`src/rtl/seg_scan_driver.sv`:
```
// rtl/seg_scan_driver.sv - three-digit multiplexed seven-segment driver with leading-zero blanking
module seg_scan_driver #(
  parameter int REFRESH_DIV = 50000,
  parameter int BLANK_LZ    = 1
) (
  input  logic        clk,
  input  logic        rst_n,
  input  logic [11:0] bcd_in,
  input  logic        bcd_valid,
  input  logic        disp_en,
  output logic [2:0]  an,
  output logic [6:0]  seg,
  output logic        digit_err
);

  localparam int PW = (REFRESH_DIV > 2) ? $clog2(REFRESH_DIV) : 1;
  localparam logic [PW-1:0] PRESC_LAST = PW'(REFRESH_DIV - 1);

  logic [11:0]   hold;
  logic [PW-1:0] presc;
  logic [1:0]    idx;
  logic [3:0]    sel_digit;
  logic          sel_blank;
  logic [2:0]    sel_an;

  function automatic logic nib_bad(input logic [3:0] d);
    return d > 4'd9;
  endfunction

  // Active-low gfedcba patterns; any non-decimal nibble shows 'E'
  function automatic logic [6:0] seg_decode(input logic [3:0] d);
    case (d)
      4'd0:    return 7'h40;
      4'd1:    return 7'h79;
      4'd2:    return 7'h24;
      4'd3:    return 7'h30;
      4'd4:    return 7'h19;
      4'd5:    return 7'h12;
      4'd6:    return 7'h02;
      4'd7:    return 7'h78;
      4'd8:    return 7'h00;
      4'd9:    return 7'h10;
      default: return 7'h06;
    endcase
  endfunction

  // Capture the BCD word and flag any out-of-range nibble on the same edge
  always_ff @(posedge clk) begin
    if (!rst_n) begin
      hold      <= 12'h000;
      digit_err <= 1'b0;
    end else if (bcd_valid) begin
      hold      <= bcd_in;
      digit_err <= nib_bad(bcd_in[11:8]) | nib_bad(bcd_in[7:4]) | nib_bad(bcd_in[3:0]);
    end
  end

  // Prescaler and digit index; both parked at zero while the display is off
  always_ff @(posedge clk) begin
    if (!rst_n || !disp_en) begin
      presc <= '0;
      idx   <= 2'd0;
    end else if (presc == PRESC_LAST) begin
      presc <= '0;
      idx   <= (idx == 2'd2) ? 2'd0 : idx + 2'd1;
    end else begin
      presc <= presc + 1'b1;
    end
  end

  // Select the current digit, its anode and whether it is a blanked leading zero
  always_comb begin
    sel_digit = hold[3:0];
    sel_blank = 1'b0;
    sel_an    = 3'b110;
    case (idx)
      2'd1: begin
        sel_digit = hold[7:4];
        sel_blank = (BLANK_LZ != 0) && (hold[11:4] == 8'h00);
        sel_an    = 3'b101;
      end
      2'd2: begin
        sel_digit = hold[11:8];
        sel_blank = (BLANK_LZ != 0) && (hold[11:8] == 4'h0);
        sel_an    = 3'b011;
      end
      default: ;
    endcase
  end

  // Register the drive so anodes and segments switch together, one cycle behind the index
  always_ff @(posedge clk) begin
    if (!rst_n || !disp_en || sel_blank) begin
      an  <= 3'b111;
      seg <= 7'h7F;
    end else begin
      an  <= sel_an;
      seg <= seg_decode(sel_digit);
    end
  end

endmodule

```
`config.mk`:
```
export PLATFORM = sky130hd
export DESIGN_NAME = seg_scan_driver
export DESIGN_NICKNAME = d
export VERILOG_FILES = /design/src/rtl/seg_scan_driver.sv
export SDC_FILE = /design/constraint.sdc
export NUM_CORES = 1
export LEC_CHECK = 0
export BUFFER_PORTS_ARGS = -buffer_cell sky130_fd_sc_hd__buf_2
export CORE_MARGIN = 3
export CORE_UTILIZATION = 50
export CTS_BUF_LIST = sky130_fd_sc_hd__clkbuf_4 sky130_fd_sc_hd__clkbuf_8
export DETAILED_ROUTE_END_ITERATION = 7
export PLACE_DENSITY = 0.71
export SLEW_MARGIN = 20
export SYNTH_ARGS = -nofsm -noshare
export SYNTH_HDL_FRONTEND = slang
export SYNTH_SLANG_ARGS = --single-unit
```
`constraint.sdc`:
```
create_clock -name clk -period 2.45 [get_ports clk]
set_input_delay 0.1225 -clock clk [delete_from_list [all_inputs] [get_ports clk]]
set_output_delay 0.1225 -clock clk [all_outputs]
set_load 0.02 [all_outputs]
```
==> results of run 1 <==
## state kept, by name, indices dropped and copies added, names as in the netlist
register   cells
presc         16
hold          12
seg            7
an             3
idx            2
digit_err      1
## kinds of logic (layout without fill, tap and decap cells)
group | after synthesis | count (layout) | synth area share [%]
compound gates | 30 | 30 | 10.3
xor+xnor | 12 | 12 | 5.53
fa+ha+maj | 10 | 10 | 6.58
buf+inv | 14 | 40 | 4.28
flops | 41 | 41 | 43.2
mux | 17 | 17 | 8.95
simple gates | 68 | 68 | 21.1
## power groups by stage
stage | sequential [W] | clock [W] | combinational [W]
global route | 0.000704 | 0.000492 | 0.000130
finish | 0.000702 | 0.000444 | 0.000117
global placement | 0.000717 | 0 | 0.000113
floorplan | 0.000727 | 0 | 0.0000681
detailed placement | 0.000717 | 0 | 0.000117
CTS | 0.000702 | 0.000458 | 0.000119
## final cells by class
cell class                 count  area (um2)
timing repair buffer          26         130
sequential                    41         821
tap                           46        57.6
clock buffer                   8        91.3
inverter                       6        22.5
multi-input combinational    137         998
fill                         294        1370
## per-layer routing
| layer | vias to the layer above | part of all wire, % | GRT usage [%] |
|---|---|---|---|
| met5 | - | 0 | 0 |
| met4 | 0 | 0.96 | 8.86 |
| met3 | 5 | 3.6 | 4.83 |
| li1 | 715 | - | - |
| met2 | 19 | 52 | 29.8 |
| met1 | 639 | 44 | 19.6 |
## through the flow
stage | utilization [%] | setup slack, ns | std cells | power (W)
floorplan | - | 0.673 | 192 | 0.000795
global placement | 58.1 | 0.567 | 256 | 0.000829
detailed placement | 58.1 | 0.374 | 256 | 0.000834
CTS | 60.7 | 0.305 | 264 | 0.00128
global route | 60.7 | 0.153 | 264 | 0.00133
finish | 60.7 | 0.323 | 264 | 0.00126
## layout by cell type (no fill, tap or decap), types with 5 or more instances in the layout
cell type and n:
mux2i_1 17, xor2_1 10, inv_1 6, dfxtp_1 41, buf_2 26, ha_1 10
nor2_1 22, nand3_1 6, clkbuf_8 5, nor2b_1 12, o21ai_0 11
## worst max-delay path, cell delays in order, from the launching register on
cell and delay, ns:
dfxtp_1 0.39, inv_1 0.09, ha_1 0.51, nor2_1 0.07
a21oi_1 0.29, inv_1 0.15, ha_1 0.24, a21oi_1 0.16
o21ai_0 0.10
## path summary, 6_finish.rpt
| kind | depth (start not counted) | slack, ns | to |
|---|---|---|---|
| worst max-delay path | 8 | 0.32 | seg[2]$_SDFF_PP1_ |
| worst max register to register | 8 | 0.32 | seg[2]$_SDFF_PP1_ |
| worst min register to register | 1 | 0.46 | presc[0]$_SDFF_PP0_ |
| worst min-delay path | 3 | 0.09 | hold[8]$_SDFFE_PN0P_ |
## synthesized netlist by cell type, drive strengths merged
library cell / number / area share, %
a41oi: 1 / 0.46
clkbuf: 2 / 0.40
o21ai: 12 / 3.2
and3: 3 / 0.99
nor2: 22 / 4.3
or2: 1 / 0.33
nand2b: 1 / 0.33
buf: 6 / 2.7
nor4b: 1 / 0.79
nand3: 7 / 2.1
a22oi: 4 / 1.6
nor4: 2 / 0.66
xnor2: 2 / 0.92
nand2: 6 / 1.7
mux2i: 17 / 9.0
or3: 2 / 0.92
a21oi: 7 / 2.4
xor2: 10 / 4.6
and2: 1 / 0.33
dfxtp: 41 / 43
o21bai: 1 / 0.40
and4bb: 2 / 1.3
and4: 3 / 1.4
nand4: 5 / 2.0
a31oi: 1 / 0.66
inv: 6 / 1.2
ha: 10 / 6.6
a21o: 3 / 1.2
nor2b: 12 / 3.9
o221ai: 1 / 0.46
==> out/metrics.cfg, run 1 <==
[place]
io_buffers = 26
gp_congestion = 0.840
hpwl_um = 2660
place_area_mm2 = 0.00203

[status]
status = completed

[grt]
grt_max_degree = 17
grt.overflow.total = 0
grt_usage_pct = 17.4
grt_pass1_wl_um = 5950
antenna_found_initial = 0
first_global_vias = 1371

[floorplanning]
rows = 21
die_area_mm2 = 0.00458
io_pins = 27
chipWidth_um = 67.7
die_h_um = 67.7
initial_utilization_pct = 54.4
core_mm2 = 0.00349

[sta]
slew_violations = 0
relSlewSlack_pct = 73.1
worst_pin_slew_ns = 0.402
whs_ns = 0.0928
timing_hold_violations_final = 0
tns_ns = 0
period_share_pct = 86.8
max_freq_mhz = 470
rsz0062_at_grt = no
skew_ns = 0.00432
layout_min_cycle_time_ns = 2.13
setup_viol = 0

[setup_path]
crit_type = reg2reg
critPathArrivalTime_ns = 2.28
crit_path_start = idx[0]$_SDFFE_PP0N_
reg2reg_from = idx[0]$_SDFFE_PP0N_
cp-end-kind = register
path_max_fanout = 11
startpoint_type = register
required_ns = 2.60

[synth]
yosysUniqueCellTypes = 39
avgSynthCellArea_um2 = 9.90
synth_nets = 218
ys_seq_area_share_pct = 43.2
synth_cells = 192
syn_area_mm2 = 0.00190
yosys_warnings = 0
synth_seq_cells = 41

[clock_network]
clk-insertion-delay-late_ns = 0.29
cts_hold_buffers = 0
cts_max_path_buffers = 2
root_buffer = clkbuf_8
cts_setup_buffers = 0
path_clk_slew_ns = 0.07
cts_tree = done
htree_num_levels = 2
post_cts_resized = 0
cts_made_buffers = 5
cts_sinks = 41

[cells_and_area]
num_antenna_cells = 0
stdcell_area_mm2 = 0.00212
num-nets-final = 243
syn2layout_area_growth_pct = 11.6
layout-drive-gt1-share_pct = 21.6

[pwr]
combPwrFrac_pct = 9.3
power_switching_w = 0.000288
p_seq_share_pct = 55.6
peakVddDrop_v = 0.000384
p_clk_share_pct = 35.1
swShare_pct = 22.8
power.density_mw_per_mm2 = 596
leakagePower_nw = 0.893
intPower_w = 0.000975

[run]
max-cap-violations = 0

[routing]
dr.first_iter.drc_count = 32
vias_per_cell = 5.22
avgRoutedWirePerCell_um = 13.4
vias = 1378
firstDrtPassIters = 4
ant_nets = 0
post-route-drc-count = 0
wl_um = 3530

[hold_path]
hp-class = in2reg
hp-start = bcd_in[8]

(Power assumes the default switching activity.)
==> run 2: changes to the inputs <==
Settings changed: CTS_CLUSTER_DIAMETER set to 40, GPL_TIMING_DRIVEN set to 0.
==> run 2 against run 1 <==
Final cell count increased by 2.3%. Clock skew is essentially flat. Sequential share of layout area down 0.94 points. Hold slack worse by 0.0082 ns. Critical path depth grew 1. Via count grew 2.0%. Register-to-register slack worse by 0.02 ns. Critical endpoint unchanged. Largest power group unchanged.
==> out/metrics.cfg, run 2 (same netlist as run 1, synthesis figures left out) <==
[routing]
vias_per_cell = 5.21
firstDrtPassIters = 5
ant_nets = 0
dr.first_iter.drc_count = 70
vias = 1406
wl_um = 3800
avgRoutedWirePerCell_um = 14.1
post-route-drc-count = 0

[cells_and_area]
final_cell_mix = dfxtp_1 (41), buf_2 (29), nor2_1 (22), mux2i_1 (17), nor2b_1 (12)
layout_commonest_cell = dfxtp_1
stdcell_area_mm2 = 0.00217
syn2layout_area_growth_pct = 14.4
num_antenna_cells = 0
largest_reg_flops = 16
layout-drive-gt1-share_pct = 22.8
regMostFlops = presc
top_regs = presc x16, hold x12, seg x7
nFillCells = 281
fin_util_pct = 62.2
num-nets-final = 250

[clock_network]
cts_sinks = 41
root_buffer = clkbuf_8
path_clk_slew_ns = 0.07
clk-insertion-delay-late_ns = 0.29
cts_max_path_buffers = 2
cts_setup_buffers = 0
cts_hold_buffers = 0
cts_made_buffers = 5
post_cts_resized = 0
cts_tree = done
htree_num_levels = 2

[status]
status = completed

[setup_path]
cp-end-kind = register
r2r_slack_ns = 0.31
crit_type = reg2reg
critPathArrivalTime_ns = 2.29
required_ns = 2.60
startpoint_type = register
path_max_fanout = 10

[sta]
worst_pin_slew_ns = 0.384
timing_hold_violations_final = 0
max_freq_mhz = 467
rsz0062_at_grt = no
skew_ns = 0.00406
layout_min_cycle_time_ns = 2.14
period_share_pct = 87.5
slew_violations = 0
tns_ns = 0
relSlewSlack_pct = 74.3
setup_ws_ns = 0.307
setup_viol = 0

[pwr]
peakVddDrop_v = 0.000397
leakagePower_nw = 0.922
power.density_mw_per_mm2 = 588

[place]
dp_slack_ns = 0.341
io_buffers = 25
gp_congestion = 0.776
place_area_mm2 = 0.00208
hpwl_um = 2940

[grt]
grt_usage_pct = 18.9
first_global_vias = 1408
grt_max_degree = 12
antenna_found_initial = 0
grt.overflow.total = 0
grt_pass1_wl_um = 6290

[floorplanning]
die_area_mm2 = 0.00458
chipWidth_um = 67.7
io_pins = 27
rows = 21
core_mm2 = 0.00349
die_h_um = 67.7
initial_utilization_pct = 54.4

[run]
max-cap-violations = 0

[hold_path]
hp-class = in2reg

## run 2: changes by cell type in the layout (fill, tap and decap cells not counted), sizes merged
| cell | delta |
|---|---|
| buf | +5 |
| clkbuf | +1 |
## run 2: worst paths after layout
path	from	end	cells after the start
max	idx[0]$_SDFFE_PP0N_	seg[2]$_SDFF_PP1_	9
min	bcd_in[0]	hold[0]$_SDFFE_PN0P_	3
max reg2reg	idx[0]$_SDFFE_PP0N_	seg[2]$_SDFF_PP1_	9
min reg2reg	presc[0]$_SDFF_PP0_	presc[0]$_SDFF_PP0_	1
## run 2: metal layers
layer	wire length (um)	track usage (%)	vias to the layer above
li1	-	-	724
met1	1580	19.3	655
met2	2040	35.0	17
met3	75	3.99	10
met4	102	10.6	0
met5	0	0	-
## run 2: area by class of cell
class / count / area, um2 / share of cell area (%)
timing repair buffer: 25 / 125 / 5.76
tap: 46 / 57.6 / 2.65
sequential: 41 / 821 / 37.8
buffer: 8 / 58.8 / 2.71
inverter: 6 / 22.5 / 1.04
multi-input combinational: 137 / 998 / 45.9
clock buffer: 7 / 90.1 / 4.15
## run 2: critical path: stages, from the launching register on
cell and delay, ns:
dfxtp_1 0.39, inv_1 0.09, ha_1 0.30, buf_2 0.22, nor2_1 0.07, a21oi_1 0.32
inv_1 0.15, ha_1 0.22, a21oi_1 0.12, o21ai_0 0.11
## run 2: power breakdown
group / switching (W) / internal, W / total [W]
clock: 0.000222 / 0.000235 / 0.000456
sequential: 0.0000129 / 0.000689 / 0.000702
combinational: 0.0000683 / 0.0000512 / 0.000119
## run 2: metrics by stage
step           power, W  hold WS, ns  instances
4_1_cts         0.00129       0.0815        270
2_1_floorplan  0.000795        0.251        192
3_3_place_gp   0.000832        0.378        263
3_5_place_dp   0.000838        0.394        263
5_1_grt         0.00133        0.104        270
6_report        0.00128       0.0846        270
==> run 3: changes to the inputs <==
Settings changed: CTS_BUF_LIST sky130_fd_sc_hd__clkbuf_4 sky130_fd_sc_hd__clkbuf_8 to unset.
==> run 3 against run 2 <==
Register-to-register slack about the same. Core utilization down 0.11 points. Routed wire length is 0.50% higher. First-iteration DRC count shrank 4.3%. Fmax hardly changed. Clock skew is essentially flat. Final area down 0.17%.
==> out/metrics.cfg, run 3 (same netlist as run 1, synthesis figures left out) <==
[floorplanning]
die_h_um = 67.7
die_area_mm2 = 0.00458
chipWidth_um = 67.7
initial_utilization_pct = 54.4
rows = 21
io_pins = 27
core_mm2 = 0.00349

[grt]
grt_busiest_layer = met2
grt.overflow.total = 0
grt_use_met1_pct = 19.3
grt_max_degree = 12
antenna_found_initial = 0
grt_use_met2_pct = 35.0
grtUsageMet3_pct = 3.99
first_global_vias = 1408
grt_usage_pct = 18.9
grt_pass1_wl_um = 6290

[cells_and_area]
layout-drive-gt1-share_pct = 22.3
num_antenna_cells = 0
layout_commonest_cell = dfxtp_1
largest_reg_flops = 16
stdcell_area_mm2 = 0.00217
top_regs = presc x16, hold x12, seg x7
syn2layout_area_growth_pct = 14.2
num-nets-final = 250
regMostFlops = presc
final_cell_mix = dfxtp_1 (41), buf_2 (29), nor2_1 (22), mux2i_1 (17), nor2b_1 (12)
fin_util_pct = 62.1

[status]
status = completed

[routing]
wl_um = 3820
ant_nets = 0
post-route-drc-count = 0
firstDrtPassIters = 4
vias_per_cell = 5.25
dr.first_iter.drc_count = 67
vias = 1418
avgRoutedWirePerCell_um = 14.1

[sta]
period_share_pct = 87.4
tns_ns = 0
layout_min_cycle_time_ns = 2.14
whs_ns = 0.0829
timing_hold_violations_final = 0
setup_viol = 0
slew_violations = 0
rsz0062_at_grt = no
relSlewSlack_pct = 74.3
worst_pin_slew_ns = 0.384
max_freq_mhz = 467
skew_ns = 0.00450

[place]
place_area_mm2 = 0.00208
hpwl_um = 2940
gp_congestion = 0.776
io_buffers = 25

[clock_network]
post_cts_resized = 0
cts_made_buffers = 5
cts_tree = done
root_buffer = clkbuf_8
cts_hold_buffers = 0
clk-insertion-delay-late_ns = 0.30
cts_sinks = 41
htree_num_levels = 2
cts_max_path_buffers = 2
cts_setup_buffers = 0
path_clk_slew_ns = 0.07

[run]
max-cap-violations = 0

[pwr]
power.density_mw_per_mm2 = 585
leakagePower_nw = 0.919
peakVddDrop_v = 0.000393

[hold_path]
hp-class = in2reg
whs_path_depth = 3

[setup_path]
critPathArrivalTime_ns = 2.29
path_max_fanout = 10
cp-end-kind = register
r2r_slack_ns = 0.31
crit_type = reg2reg
startpoint_type = register
required_ns = 2.60
r2r_cells = 9

-- run 3: cell counts in the layout (fill, tap and decap cells not counted) --
Identical to the previous run, type by type.
-- run 3: cell type report --
| cell class | count | area (um2) |
|---|---|---|
| buffer | 8 | 58.8 |
| clock buffer | 7 | 86.3 |
| fill | 281 | 1330 |
| inverter | 6 | 22.5 |
| multi-input combinational | 137 | 998 |
| sequential | 41 | 821 |
| tap | 46 | 57.6 |
| timing repair buffer | 25 | 125 |
-- run 3: per-stage QoR --
stage          std cells  power [W]  setup WS, ns
2_1_floorplan        192   0.000795         0.673
3_3_place_gp         263   0.000832         0.406
3_5_place_dp         263   0.000838         0.341
4_1_cts              270    0.00128         0.322
5_1_grt              270    0.00132         0.159
6_report             270    0.00127         0.308
-- run 3: power breakdown --
| group | total [W] | switching, W | internal, W |
|---|---|---|---|
| clock network | 0.000447 | 0.000224 | 0.000224 |
| registers | 0.000702 | 0.0000130 | 0.000689 |
| logic | 0.000120 | 0.0000684 | 0.0000512 |
-- run 3: path summary, 6_finish.rpt --
| path | start | endpoint |
|---|---|---|
| worst max-delay path | idx[0]$_SDFFE_PP0N_ | seg[2]$_SDFF_PP1_ |
| worst min-delay path | bcd_in[0] | hold[0]$_SDFFE_PN0P_ |
| worst max register to register | idx[0]$_SDFFE_PP0N_ | seg[2]$_SDFF_PP1_ |
| worst min register to register | presc[0]$_SDFF_PP0_ | presc[0]$_SDFF_PP0_ |
-- run 3: layer usage --
layer	share of wire, %	vias up
li1	-	724
met1	41	659
met2	53	23
met3	2.3	12
met4	2.8	0
met5	0	-
-- run 3: worst max-delay path, cell delays in order, from the launching register on --
cell,delay [ns]
dfxtp_1,0.39
inv_1,0.09
ha_1,0.30
buf_2,0.22
nor2_1,0.07
a21oi_1,0.32
inv_1,0.15
ha_1,0.22
a21oi_1,0.12
o21ai_0,0.11
